### src/rtl/triangle_arb.sv
// rtl/triangle_arb.sv - two-requester round-robin front end for a triangle raster engine
//
// Ports:
//   clk, reset          clock; asynchronous active-low reset
//   req[1:0]            level requests, held until gnt
//   tri_0, tri_1        triangles {x1,y1,x2,y2,x3,y3}, 3 bits each, x1 at [17:15]
//   gnt[1:0]            one-cycle pulse when a triangle is latched
//   done[1:0], cnt      one-cycle finish pulse with the pixel count of that triangle
//   err                 one-cycle pulse on engine timeout
//   eng_nt, eng_xi/yi   vertex load to the engine (nt marks vertex 1)
//   eng_busy            engine busy
//   eng_po, eng_xo/yo   engine pixel output
//   pix_valid, pix_id,  pixel forward, one cycle behind the engine,
//   pix_x, pix_y        tagged with the owning requester
module triangle_arb (
  input  logic        clk,
  input  logic        reset,
  input  logic [1:0]  req,
  input  logic [17:0] tri_0,
  input  logic [17:0] tri_1,
  output logic [1:0]  gnt,
  output logic [1:0]  done,
  output logic [6:0]  cnt,
  output logic        err,
  output logic        eng_nt,
  output logic [2:0]  eng_xi,
  output logic [2:0]  eng_yi,
  input  logic        eng_busy,
  input  logic        eng_po,
  input  logic [2:0]  eng_xo,
  input  logic [2:0]  eng_yo,
  output logic        pix_valid,
  output logic        pix_id,
  output logic [2:0]  pix_x,
  output logic [2:0]  pix_y
);

  typedef enum logic [2:0] {
    S_IDLE, S_LOAD1, S_LOAD2, S_LOAD3, S_WAIT, S_DONE
  } state_e;

  state_e      state_q;
  logic        last_q;
  logic        owner_q;
  logic [17:0] tri_q;
  logic [7:0]  tout_q;
  logic [6:0]  pcnt_q;
  logic [6:0]  pcnt_d;
  logic [1:0]  gnt_q;
  logic [1:0]  done_q;
  logic [6:0]  cnt_q;
  logic        err_q;
  logic        eng_nt_q;
  logic [2:0]  eng_xi_q;
  logic [2:0]  eng_yi_q;
  logic        pix_valid_q;
  logic [2:0]  pix_x_q;
  logic [2:0]  pix_y_q;

  logic        win_id;
  logic [17:0] win_tri;
  logic        pix_qual;

  always_comb begin
    win_id   = 1'b0;
    win_tri  = tri_0;
    pix_qual = 1'b0;
    pcnt_d   = pcnt_q;
    // On a tie the requester that was not served last wins.
    if (req == 2'b11) win_id = ~last_q;
    else              win_id = req[1];
    if (win_id) win_tri = tri_1;
    // Only pixels emitted while the engine owns a triangle are forwarded and counted.
    pix_qual = eng_po && ((state_q == S_LOAD3) || (state_q == S_WAIT));
    if (pix_qual && (pcnt_q != 7'd127)) pcnt_d = pcnt_q + 7'd1;
  end

  always_ff @(posedge clk or negedge reset) begin
    if (!reset) begin
      state_q     <= S_IDLE;
      last_q      <= 1'b1;
      owner_q     <= 1'b0;
      tri_q       <= '0;
      tout_q      <= '0;
      pcnt_q      <= '0;
      gnt_q       <= '0;
      done_q      <= '0;
      cnt_q       <= '0;
      err_q       <= 1'b0;
      eng_nt_q    <= 1'b0;
      eng_xi_q    <= '0;
      eng_yi_q    <= '0;
      pix_valid_q <= 1'b0;
      pix_x_q     <= '0;
      pix_y_q     <= '0;
    end else begin
      gnt_q       <= '0;
      done_q      <= '0;
      err_q       <= 1'b0;
      eng_nt_q    <= 1'b0;
      pix_valid_q <= pix_qual;
      pix_x_q     <= eng_xo;
      pix_y_q     <= eng_yo;
      pcnt_q      <= pcnt_d;
      case (state_q)
        S_IDLE: begin
          if ((req != 2'b00) && !eng_busy) begin
            tri_q    <= win_tri;
            owner_q  <= win_id;
            last_q   <= win_id;
            gnt_q    <= win_id ? 2'b10 : 2'b01;
            // Vertex 1 goes out with the grant so it is on the bus during LOAD1.
            eng_nt_q <= 1'b1;
            eng_xi_q <= win_tri[17:15];
            eng_yi_q <= win_tri[14:12];
            pcnt_q   <= '0;
            state_q  <= S_LOAD1;
          end
        end
        S_LOAD1: begin
          eng_xi_q <= tri_q[11:9];
          eng_yi_q <= tri_q[8:6];
          state_q  <= S_LOAD2;
        end
        S_LOAD2: begin
          eng_xi_q <= tri_q[5:3];
          eng_yi_q <= tri_q[2:0];
          state_q  <= S_LOAD3;
        end
        S_LOAD3: begin
          tout_q  <= '0;
          state_q <= S_WAIT;
        end
        S_WAIT: begin
          if (!eng_busy) begin
            done_q  <= owner_q ? 2'b10 : 2'b01;
            // pcnt_d so a pixel arriving in this last WAIT cycle is included.
            cnt_q   <= pcnt_d;
            state_q <= S_DONE;
          end else begin
            tout_q <= tout_q + 8'd1;
            // Counter reaches 255 on this edge: abandon the triangle.
            if (tout_q == 8'd254) begin
              err_q   <= 1'b1;
              state_q <= S_IDLE;
            end
          end
        end
        S_DONE: state_q <= S_IDLE;
        default: state_q <= S_IDLE;
      endcase
    end
  end

  assign gnt       = gnt_q;
  assign done      = done_q;
  assign cnt       = cnt_q;
  assign err       = err_q;
  assign eng_nt    = eng_nt_q;
  assign eng_xi    = eng_xi_q;
  assign eng_yi    = eng_yi_q;
  assign pix_valid = pix_valid_q;
  assign pix_id    = owner_q;
  assign pix_x     = pix_x_q;
  assign pix_y     = pix_y_q;

endmodule
### config.mk
export PLATFORM = sky130hd
export DESIGN_NAME = triangle_arb
export DESIGN_NICKNAME = d
export VERILOG_FILES = /design/src/rtl/triangle_arb.sv
export SDC_FILE = /design/constraint.sdc
export NUM_CORES = 1
export LEC_CHECK = 0
export CAP_MARGIN = 10
export CORE_MARGIN = 2
export CORE_UTILIZATION = 47
export DETAILED_ROUTE_END_ITERATION = 7
export PLACE_DENSITY = 0.79
export SLEW_MARGIN = 15
export SYNTH_ARGS = -nofsm -noshare
export SYNTH_HDL_FRONTEND = slang
export SYNTH_SLANG_ARGS = --single-unit
### constraint.sdc
create_clock -name clk -period 2.3 [get_ports clk]
set_clock_uncertainty 0.2 [all_clocks]
set_input_delay 0.575 -clock clk [delete_from_list [all_inputs] [get_ports clk]]
set_output_delay 0.575 -clock clk [all_outputs]
set_load 0.05 [all_outputs]
==> summary.md <==
| Metric | Value |
|---|---|
| Status | `complete, no violations` |
| Type of the worst min-delay path | `register to register` |
| Max Clock Freq | `0.437 GHz` |
| Clock Sinks | `58` |
| Final setup vio count | `0` |
| Max FO, Critical Path | `2` |
| Rel. slew slack | `~64%` |
| Area share of the largest cell type after synthesis | `54.0%` |
| Cells after Synth | `238` |
| Placeable Area | `5470 um2` |
| Hold_sp | `pix_id` |
| Critical path origin | `eng_yi[1]` |
| Setup ws final | `9.78 ps` |
| Unrepaired setup endpoints after global routing | `no` |
| Die height | `79.0 um` |
| Maximum vdd drop | `0.501 mV` |
| # fillers | `447` |
| WHS Path Cells | `1` |
| Min cycle time layout | `2290 ps` |
| Clk slew on worst S/H paths | `about 70 ps` |
| Maxcap violations | `0` |
| Final-report max-slew violation count | `0` |
| Kind of critical path | `register to primary output` |
| Largest net degree at the start of global routing | `25` |
| Ports | `75` |
| Syn Area/Cell | `11.1 um2` |
| CTS tree | `built` |
| Count of input and output buffers | `74` |
| PwrDens | `1080 nW/um2` |
| Post-detail-place hpwl | `4440 um` |
| Total length of routed wires | `5960 um` |
| Root Buffer | `clkbuf_8` |
| Post-synth cell types | `42` |
| R2R Path End | `eng_xi[2]` |
| Critical-path cell list | `clkdlybuf4s50_1` |
| Die area | `6240 um2` |
| Clk_lat worst skew | `330 ps` |
| Routed vias/inst | `5.20` |
| Hold Path End | `done[0]` |
| Worst setup SP type | `register` |
| Crit. End Element | `primary output` |
| Synth area leader | `dfrtp_1` |
| Area delta synth->final | `41.4%` |
| Vias in the first global route | `2039` |
| Initial antenna violation count | `0` |
| Synthesized area | `2640 um2` |
| Synth top area cells | `dfrtp_1 (54%), mux2i_1 (8.0%), nor2_1 (4.0%)` |
| Hold Violations, Final | `0` |
| Seq cells post-synth | `58` |
| Gr usage total | `20.4%` |
| RePlAce Congestion | `0.828` |
| Seq/Total Area, Yosys | `55.0%` |
| Gr ovfl total | `0` |
| Vias | `2117` |
| R2R cell count | `4` |
| Slowest-stage cell, CP | `clkdlybuf4s50_1` |
| Post-CTS setup buffers | `0` |
| Syn nets | `289` |
| Max stage delay on crit path | `830 ps` |
| Crit path max-delay family | `buffers and inverters` |
| Crit path buf inv count | `1` |
| Row count | `27` |
| Nets | `381` |
| Diodes inserted | `0` |
| R2r startpoint | `state_q[1]` |
| FF-to-FF setup slack | `240 ps` |
| Req. time, crit path | `around 1500 ps` |
| Period Utilization, post-route | `99.6%` |
| First-pass GRT wire length | `9770 um` |
| Fin Setup TNS | `0 ps` |
| Cell Count, Final, Fillers Out | `between 400 and 500` |
| Syn. warnings | `0` |
| Inst Count DP | `390` |
| Leak | `0.00168 uW` |
| DRC errors left | `0` |
| Final ANT Viol Nets | `0` |
| Pre-antenna DRT Iters | `4` |
| Fin Hold WS | `roughly 270 ps` |
| DRT iter0 DRCs | `124` |
| H-tree lvl count | `3` |
| Layout cell share with drive strength beyond 1 | `14.6%` |
| CTS Buffer Depth | `2` |
| Worst EP arrival | `1520 ps` |
| DR WL/cell | `around 15 um` |
| Initial Util | `48.3%` |
| Worst-Margin Slew | `533 ps` |
| TritonCTS Buffers | `9` |
| Die Wd | `~79 um` |
| Setup WS pre-CTS | `-93.5 ps` |
| Critical path depth | `1` |
| Util after Layout | `roughly two thirds` |
## stage by stage
step | total power [uW] | cell area [um2]
2_1_floorplan | 2710 | 2640
3_3_place_gp | 3210 | 3550
3_5_place_dp | 3260 | 3550
4_1_cts | 4070 | 3730
5_1_grt | 4280 | 3740
6_report | 4040 | 3740
## worst max-delay path by stage
stage,to
finish,eng_yi[1]
global route,pix_x[2]
CTS,cnt[3]
detailed placement,eng_xi[2]
global placement,tout_q[5]
floorplan,eng_xi[0]
## synthesized netlist by cell type
cell type / n
a211oi_1: 1
a21boi_1: 1
a21oi_1: 17
a221oi_1: 1
a22oi_1: 6
a31oi_1: 4
and2_1: 1
and3_1: 2
and3_4: 1
and3b_1: 1
buf_2: 4
buf_4: 2
buf_6: 3
clkbuf_1: 4
dfrtp_1: 57
dfstp_2: 1
ha_1: 3
inv_1: 5
mux2_2: 1
mux2i_1: 21
nand2_1: 15
nand3_1: 7
nand4_1: 4
nand4_4: 1
nor2_1: 28
nor2_4: 1
nor2b_1: 2
nor2b_4: 1
nor3_1: 1
nor3_4: 1
nor3b_1: 1
nor3b_2: 1
nor3b_4: 1
o21a_1: 7
o21a_4: 1
o21ai_0: 12
o21ai_1: 2
o21bai_1: 1
o221ai_1: 6
or3_1: 3
xnor2_1: 2
xor2_1: 4
## cells in the final DEF (no fill, tap or decap), types with 2 or more instances in the layout
cell,netlist,layout
clkdlybuf4s50_1,0,65
dfrtp_1,57,57
nor2_1,28,28
mux2i_1,21,21
buf_4,2,21
a21oi_1,17,17
nand2_1,15,15
o21ai_0,12,12
clkbuf_8,0,10
nand3_1,7,7
o21a_1,7,7
a22oi_1,6,6
o221ai_1,6,6
inv_1,5,5
nand4_1,4,4
a31oi_1,4,4
xor2_1,4,4
or3_1,3,3
ha_1,3,3
clkbuf_1,4,3
clkinv_2,0,3
dlymetal6s2s_1,0,3
buf_12,0,3
and3_1,2,2
xnor2_1,2,2
nor2b_1,2,2
o21ai_1,2,2
## cells by family after synthesis
group / count (synthesis) / synth area share [%]
AO/OA/AOI/OAI: 59 / 14.3
multiplexers: 22 / 8.38
XOR/XNOR: 6 / 1.99
adder cells (fa/ha/maj): 3 / 1.42
flip-flops: 58 / 55.0
AND/OR/NAND/NOR: 72 / 15.1
buffers and inverters: 18 / 3.88
## sequential cells by signal, summed over array words and instances, names as in the netlist
| signal | count |
|---|---|
| cnt | 7 |
| done | 2 |
| eng_nt | 1 |
| eng_xi | 3 |
| eng_yi | 3 |
| err | 1 |
| gnt | 2 |
| last_q | 1 |
| pcnt_q | 7 |
| pix_id | 1 |
| pix_valid | 1 |
| pix_x | 3 |
| pix_y | 3 |
| state_q | 3 |
| tout_q | 8 |
| tri_q | 12 |
## area by class of cell
cell class / instances / area, um2 / share of cell area [%]
Tap cell: 72 / 90.1 / 2.41
Clock inverter: 3 / 15.0 / 0.402
Clock buffer: 13 / 149 / 3.99
Inverter: 5 / 18.8 / 0.502
Multi-Input combinational cell: 162 / 1090 / 29.2
Timing Repair Buffer: 94 / 921 / 24.6
Sequential cell: 58 / 1450 / 38.9
## power breakdown
| part | internal, uW | total, uW | leakage, uW | switching (uW) |
|---|---|---|---|---|
| registers | 1300 | 1540 | 0.000728 | 238 |
| logic | 723 | 1710 | 0.000862 | 989 |
| clock network | 416 | 790 | 0.0000872 | 374 |
| total | 2440 | 4040 | 0.00168 | 1600 |
## what timing repair did
action	4_1_cts	5_1_grt
hold buffers	1	0
endpoints found under the setup margin	0	3
resized for setup	0	3
endpoints found under the hold margin	16	0
## metal layers
metal  track usage (%)  wire, um  vias up
li1                  -         -     1038
met1              26.8      2500     1013
met5                 0         0        -
met2              32.4      3030       55
met4              9.31       125        0
met3              4.55       307       11
(Power assumes the default switching activity.)
